$ cat src/rtl/dly_tap_ctrl_if.sv
// Command/response port and tap-bus outputs between the calibration logic
// and the delay tap controller.
interface dly_tap_ctrl_if #(parameter int NUM_TAPS = 20);
   logic                  cmd_valid;
   logic                  cmd_ready;
   logic [1:0]            cmd_op;
   logic [4:0]            cmd_addr;
   logic [5:0]            cmd_data;
   logic                  rsp_valid;
   logic [5:0]            rsp_data;
   logic                  rsp_err;
   logic [4:0]            dly_addr;
   logic [6*NUM_TAPS-1:0] dly_tap_val_bus;
   logic                  busy;

   modport master (
      output cmd_valid, cmd_op, cmd_addr, cmd_data,
      input  cmd_ready, rsp_valid, rsp_data, rsp_err, dly_addr, dly_tap_val_bus, busy
   );

   modport slave (
      input  cmd_valid, cmd_op, cmd_addr, cmd_data,
      output cmd_ready, rsp_valid, rsp_data, rsp_err, dly_addr, dly_tap_val_bus, busy
   );
endinterface

$ cat src/rtl/dly_tap_ctrl.sv
// Delay tap controller: owns NUM_TAPS six-bit tap registers, applies one
// LOAD/INC/DEC/READ command at a time and answers after a settle interval.
module dly_tap_lane #(
   parameter logic [5:0] RESET_TAP = 6'd0
) (
   input  logic       clk,
   input  logic       rst,
   input  logic       we,
   input  logic [5:0] din,
   output logic [5:0] tap
);
   always_ff @(posedge clk or posedge rst)
      if (rst)     tap <= RESET_TAP;
      else if (we) tap <= din;
endmodule

module dly_tap_ctrl #(
   parameter int         NUM_TAPS      = 20,
   parameter int         SETTLE_CYCLES = 4,
   parameter logic [5:0] RESET_TAP     = 6'd0
) (
   input logic           clk,
   input logic           rst,
   dly_tap_ctrl_if.slave bus_if
);
   typedef enum logic [1:0] {IDLE, APPLY, SETTLE, RESP} state_t;
   typedef enum logic [1:0] {OP_LOAD, OP_INC, OP_DEC, OP_READ} op_t;
   typedef struct packed { op_t op; logic [4:0] addr; logic [5:0] data; } cmd_t;
   typedef struct packed { logic [5:0] data; logic err; } rsp_t;

   localparam logic [5:0] NT6 = 6'(NUM_TAPS);

   // Assert immediately, release two edges after the external reset drops.
   logic [1:0] rst_q;
   logic       rst_i;
   always_ff @(posedge clk or posedge rst)
      if (rst) rst_q <= 2'b11;
      else     rst_q <= {rst_q[0], 1'b0};
   assign rst_i = rst_q[1];

   state_t                   state;
   cmd_t                     cmd_q;
   rsp_t                     res_q;
   logic [7:0]               cnt;
   logic [NUM_TAPS-1:0][5:0] taps;
   logic [NUM_TAPS-1:0]      lane_we;
   logic                     legal, sat, do_write;
   logic [5:0]               cur_tap, new_tap;

   assign legal = {1'b0, cmd_q.addr} < NT6;

   always_comb begin
      cur_tap = '0;
      for (int i = 0; i < NUM_TAPS; i++)
         if (5'(i) == cmd_q.addr) cur_tap = taps[i];
   end

   always_comb begin
      sat     = 1'b0;
      new_tap = cur_tap;
      case (cmd_q.op)
         OP_LOAD: new_tap = cmd_q.data;
         OP_INC: begin
            sat = &cur_tap;
            if (!sat) new_tap = cur_tap + 6'd1;
         end
         OP_DEC: begin
            sat = ~|cur_tap;
            if (!sat) new_tap = cur_tap - 6'd1;
         end
         default: ;
      endcase
   end

   // Saturated INC/DEC counts as an error: no write and no settle wait.
   assign do_write = (state == APPLY) && legal && (cmd_q.op != OP_READ) && !sat;

   for (genvar g = 0; g < NUM_TAPS; g++) begin : g_lane
      assign lane_we[g] = do_write && (cmd_q.addr == 5'(g));
      dly_tap_lane #(.RESET_TAP(RESET_TAP)) u_lane (
         .clk (clk),
         .rst (rst_i),
         .we  (lane_we[g]),
         .din (new_tap),
         .tap (taps[g])
      );
   end

   assign bus_if.dly_tap_val_bus = taps;

   always_ff @(posedge clk or posedge rst_i) begin
      if (rst_i) begin
         state            <= IDLE;
         cmd_q            <= '0;
         res_q            <= '0;
         cnt              <= '0;
         bus_if.cmd_ready <= 1'b1;
         bus_if.rsp_valid <= 1'b0;
         bus_if.rsp_data  <= '0;
         bus_if.rsp_err   <= 1'b0;
         bus_if.dly_addr  <= '0;
         bus_if.busy      <= 1'b0;
      end else begin
         bus_if.rsp_valid <= 1'b0;
         case (state)
            IDLE: if (bus_if.cmd_valid && bus_if.cmd_ready) begin
               cmd_q.op         <= op_t'(bus_if.cmd_op);
               cmd_q.addr       <= bus_if.cmd_addr;
               cmd_q.data       <= bus_if.cmd_data;
               bus_if.cmd_ready <= 1'b0;
               bus_if.busy      <= 1'b1;
               state            <= APPLY;
            end
            APPLY: begin
               res_q.data <= legal ? new_tap : 6'd0;
               res_q.err  <= !legal || sat;
               if (legal) bus_if.dly_addr <= cmd_q.addr;
               if (do_write) begin
                  cnt   <= 8'(SETTLE_CYCLES - 1);
                  state <= SETTLE;
               end else begin
                  state <= RESP;
               end
            end
            SETTLE: begin
               if (cnt == 8'd0) state <= RESP;
               else             cnt   <= cnt - 8'd1;
            end
            default: begin
               bus_if.rsp_valid <= 1'b1;
               bus_if.rsp_data  <= res_q.data;
               bus_if.rsp_err   <= res_q.err;
               bus_if.cmd_ready <= 1'b1;
               bus_if.busy      <= 1'b0;
               state            <= IDLE;
            end
         endcase
      end
   end
endmodule

$ cat src/flat_wrapper.sv
// flat-port wrapper written by rule: the top's interface ports become plain ports
module dly_tap_ctrl_flat 
#(
   parameter int         NUM_TAPS      = 20,
   parameter int         SETTLE_CYCLES = 4,
   parameter logic [5:0] RESET_TAP     = 6'd0
)
  (clk, rst, bus_if_cmd_valid, bus_if_cmd_op, bus_if_cmd_addr, bus_if_cmd_data, bus_if_cmd_ready, bus_if_rsp_valid, bus_if_rsp_data, bus_if_rsp_err, bus_if_dly_addr, bus_if_dly_tap_val_bus, bus_if_busy);
  dly_tap_ctrl_if #(.NUM_TAPS(NUM_TAPS)) bus_if_i ();
  input logic clk;
  input logic rst;
  input wire logic [$bits(bus_if_i.cmd_valid)-1:0] bus_if_cmd_valid;
  input wire logic [$bits(bus_if_i.cmd_op)-1:0] bus_if_cmd_op;
  input wire logic [$bits(bus_if_i.cmd_addr)-1:0] bus_if_cmd_addr;
  input wire logic [$bits(bus_if_i.cmd_data)-1:0] bus_if_cmd_data;
  output wire logic [$bits(bus_if_i.cmd_ready)-1:0] bus_if_cmd_ready;
  output wire logic [$bits(bus_if_i.rsp_valid)-1:0] bus_if_rsp_valid;
  output wire logic [$bits(bus_if_i.rsp_data)-1:0] bus_if_rsp_data;
  output wire logic [$bits(bus_if_i.rsp_err)-1:0] bus_if_rsp_err;
  output wire logic [$bits(bus_if_i.dly_addr)-1:0] bus_if_dly_addr;
  output wire logic [$bits(bus_if_i.dly_tap_val_bus)-1:0] bus_if_dly_tap_val_bus;
  output wire logic [$bits(bus_if_i.busy)-1:0] bus_if_busy;
  assign bus_if_i.cmd_valid = bus_if_cmd_valid;
  assign bus_if_i.cmd_op = bus_if_cmd_op;
  assign bus_if_i.cmd_addr = bus_if_cmd_addr;
  assign bus_if_i.cmd_data = bus_if_cmd_data;
  assign bus_if_cmd_ready = bus_if_i.cmd_ready;
  assign bus_if_rsp_valid = bus_if_i.rsp_valid;
  assign bus_if_rsp_data = bus_if_i.rsp_data;
  assign bus_if_rsp_err = bus_if_i.rsp_err;
  assign bus_if_dly_addr = bus_if_i.dly_addr;
  assign bus_if_dly_tap_val_bus = bus_if_i.dly_tap_val_bus;
  assign bus_if_busy = bus_if_i.busy;
  dly_tap_ctrl #(.NUM_TAPS(NUM_TAPS), .SETTLE_CYCLES(SETTLE_CYCLES), .RESET_TAP(RESET_TAP)) u_core (.clk(clk), .rst(rst), .bus_if(bus_if_i));
endmodule
$ cat config.mk
export PLATFORM = sky130hd
export DESIGN_NAME = dly_tap_ctrl_flat
export DESIGN_NICKNAME = d
export VERILOG_FILES = /design/src/rtl/dly_tap_ctrl_if.sv /design/src/rtl/dly_tap_ctrl.sv /design/src/flat_wrapper.sv
export SDC_FILE = /design/constraint.sdc
export NUM_CORES = 1
export LEC_CHECK = 0
export CORE_ASPECT_RATIO = 2
export CORE_MARGIN = 4
export CORE_UTILIZATION = 36
export CTS_BUF_LIST = sky130_fd_sc_hd__clkbuf_16
export CTS_CLUSTER_DIAMETER = 50
export CTS_CLUSTER_SIZE = 24
export DETAILED_ROUTE_END_ITERATION = 10
export GPL_TIMING_DRIVEN = 0
export PLACE_DENSITY = 0.65
export SYNTH_ARGS = -nofsm -noshare
export SYNTH_HDL_FRONTEND = slang
export SYNTH_SLANG_ARGS = --single-unit
$ cat constraint.sdc
create_clock -name clk -period 4.7 [get_ports clk]
set_clock_uncertainty 0.1 [all_clocks]
set_input_delay 0.705 -clock clk [delete_from_list [all_inputs] [get_ports clk]]
set_output_delay 0.705 -clock clk [all_outputs]
set_load 0.05 [all_outputs]
==> flow_summary.ini <==
[route]
avgViaCountPerCell = 5.939
drc_errors = 0
wl_um = 37030
num_vias = 8077
ant_nets = 0
drt_iter0_markers = 607
drt-pass1-iter-count = 5
wl_per_cell_um = 27.23

[cells_and_area]
fill_cells = 2348
syn2layout_area_growth_pct = 31.21
final_layout_size_suffix_gt1_frac = 0.2539
final_cell_mix = dfrtp_1 (163), clkdlybuf4s50_1 (150), mux2_2 (109), nor2_1 (44), a31oi_1 (38)
layout_commonest_cell = dfrtp_1
n_antenna_cell = 0
fin_nets = 1039

[timing]
slew_headroom = 0.3135
maxSlewViolCount = 0
final-hold-violation-count = 0
timing.fmax_mhz = 217.5
layout_min_cycle_time_ns = 4.597
period_share = 0.9782
finalSetupViolations = 0
timing.final.ws_setup_ns = 0.1026
tns_ns = 0
rsz0062_at_grt = false
worstMarginPinSlew_ns = 1.028

[clock_network]
htree_num_levels = 4
cts_tree = yes
clk_pin_slew_ns = 0.07
worstSkewPairLatency_ns = 0.46
cts_root_buffer = clkbuf_16
clk_path_buf_depth = 2
cts.sinks = 167
numCtsBuffers = 17

[logic_synthesis]
synth.ff_latch_count = 167
synth_edf_count = 0
yosys_most_used_dff = dfrtp_1
yosys_warnings = 0
ys_seq_area_frac = 0.4532
ys_types = 90
netlist_instances = 830
avgSynthCellArea_um2 = 11.12
syn_area_mm2 = 0.009230
syn_nets = 858
async_flop_share = 1.000

[critical_path]
slowest_stage = nor3b_2
crit_chain = nor3b_2, clkbuf_1, nand2_1, nand3_1, a31oi_4, or2_4, inv_2, ha_4, nand2_1, a2111oi_4, o211a_1, buf_6, a211oi_2, buf_6, and3_1, buf_2, mux2_1
cp-endpoint = u_core.g_lane[17].u_lane.tap[5]$_DFFE_PP0P_
crit_family = simple AND/OR/NAND/NOR gates
crit-reg2reg-launch = u_core.cmd_q[10]$_DFFE_PP0P_
reg2reg_depth = 17
ff2ff_setup_slack_ns = 0.10
critPathMaxStageDelay_ns = 0.54
start_kind = register
cp-end-kind = register
critical_path_required_ns = 4.93
crit_fanout = 10
worst_ep_arrival_time_ns = 4.83
crit_path_start = u_core.cmd_q[10]$_DFFE_PP0P_
cp.depth = 17
reg2reg_to = u_core.g_lane[17].u_lane.tap[5]$_DFFE_PP0P_
crit_buf_inv = 5
critPathKind = reg2reg

[floorplanning]
initial_core_util = 0.3672
die_w_um = 121.2
core_area_mm2 = 0.02514
core.rowCount = 82
die_h_um = 234.4
fp.dieArea_mm2 = 0.02842
boundaryPins = 151

[grt]
grt_pass1_wl_um = 54970
grt.total_usage = 0.2654
globalRouteOverflowTotal = 0
grt_max_degree = 44
grt_antenna_before_repair = 0
grt_pass1_vias = 8535

[placed_design]
place.gp.congestion = 0.9830
pre_cts_slack_ns = -0.8763
dp_hpwl_um = 28480
io_buffers = 150

[run]
maxCapViolCount = 0

[min_path]
hp-class = reg2async

[run_status]
status = complete, no violations
==> worst min-delay path by stage <==
| stage | start | to | slack [ns] |
|---|---|---|---|
| final | u_core.rst_q[1]$_DFF_PP1_ | u_core.g_lane[5].u_lane.tap[4]$_DFFE_PP0P_ | 0.23 |
| after global routing | u_core.rst_q[0]$_DFF_PP1_ | u_core.rst_q[1]$_DFF_PP1_ | 0.26 |
| after CTS | u_core.rst_q[1]$_DFF_PP1_ | u_core.g_lane[5].u_lane.tap[4]$_DFFE_PP0P_ | 0.24 |
| after detailed placement | u_core.rst_q[1]$_DFF_PP1_ | u_core.g_lane[5].u_lane.tap[4]$_DFFE_PP0P_ | 0.24 |
| after global placement | u_core.rst_q[0]$_DFF_PP1_ | u_core.rst_q[1]$_DFF_PP1_ | 0.25 |
| after floorplan | u_core.rst_q[0]$_DFF_PP1_ | u_core.rst_q[1]$_DFF_PP1_ | 0.25 |
==> through the flow <==
| stage | utilization | cells | instance area (um^2) | hold slack, ns |
|---|---|---|---|---|
| 2_1_floorplan | - | 830 | 9234 | 0.2452 |
| 5_1_grt | 0.4818 | 1360 | 12110 | 0.2586 |
| 3_5_place_dp | 0.4473 | 1320 | 11240 | 0.2381 |
| 6_report | 0.4818 | 1360 | 12110 | 0.2255 |
| 4_1_cts | 0.4795 | 1360 | 12050 | 0.2411 |
| 3_3_place_gp | 0.4438 | 1316 | 11160 | 0.2473 |
==> per-layer routing <==
layer	share of wire	routed length, um	up-vias	GRT usage
li1	-	-	3488	-
met3	0.056	2057	151	0.05434
met1	0.33	12070	4039	0.2630
met4	0.087	3238	0	0.2030
met2	0.53	19660	399	0.4778
met5	0	0	-	0
==> kinds of logic (layout without fill, tap and decap cells) <==
logic type,after synthesis,in the layout,synth area share
compound gates,209,209,0.1741
simple gates,205,205,0.1261
flops,167,167,0.4532
buf+inv,94,288,0.05341
other cells,1,1,0.0004063
fa+ha+maj,12,12,0.01627
mux,142,142,0.1766
==> registers in the layout, summed over array words and instances (netlist names) <==
register,flops
u_core.bus_if.cmd_ready,1
u_core.bus_if.busy,1
u_core.bus_if.rsp_valid,1
u_core.state,2
u_core.res_q,7
u_core.g_lane.u_lane.tap,120
u_core.bus_if.rsp_data,6
u_core.rst_q,2
u_core.cnt,8
u_core.cmd_q,13
u_core.bus_if.rsp_err,1
u_core.bus_if.dly_addr,5
==> cell usage after synthesis (7+ instances only) <==
library cell,number,share of area
dfrtp_1,164,0.44
buf_6,13,0.016
ha_1,12,0.016
nand2_1,34,0.014
nor2_1,46,0.019
clkbuf_1,28,0.011
nor2b_1,12,0.0081
nor3_1,10,0.0054
a211oi_1,9,0.0073
nand3_1,12,0.0065
mux2_1,20,0.024
a31oi_1,41,0.028
buf_2,16,0.0087
nor3_2,8,0.0087
mux2i_1,8,0.0087
a21oi_1,27,0.015
a22o_1,12,0.011
and2_1,11,0.0075
mux2_2,109,0.13
a22oi_1,7,0.0057
o21ai_0,28,0.015
and3_1,10,0.0068
nand4_1,8,0.0054
nand2b_1,11,0.0075
inv_1,23,0.0094
==> layout make-up <==
class	count	area (um^2)	area share
inverter	25	100.1	0.008265
clock inverter	15	153.9	0.01271
buffer	67	425.4	0.03513
tap	336	420.4	0.03471
clock buffer	17	425.4	0.03513
timing repair buffer	164	1664	0.1374
multi-input combinational	569	4737	0.3912
sequential	167	4184	0.3455
==> what timing repair did <==
item / 4_1_cts / 5_1_grt
resized for setup: 41 / 23
pin swaps: 7 / 9
buffers inserted: 9 / 1
hold buffers: 0 / 0
setup endpoints to repair: 135 / 120
gates cloned: 0 / 0
Power is left out: the tool's default activity adds up to more than one toggle a clock period on the data nets, which glitch-free logic cannot reach.
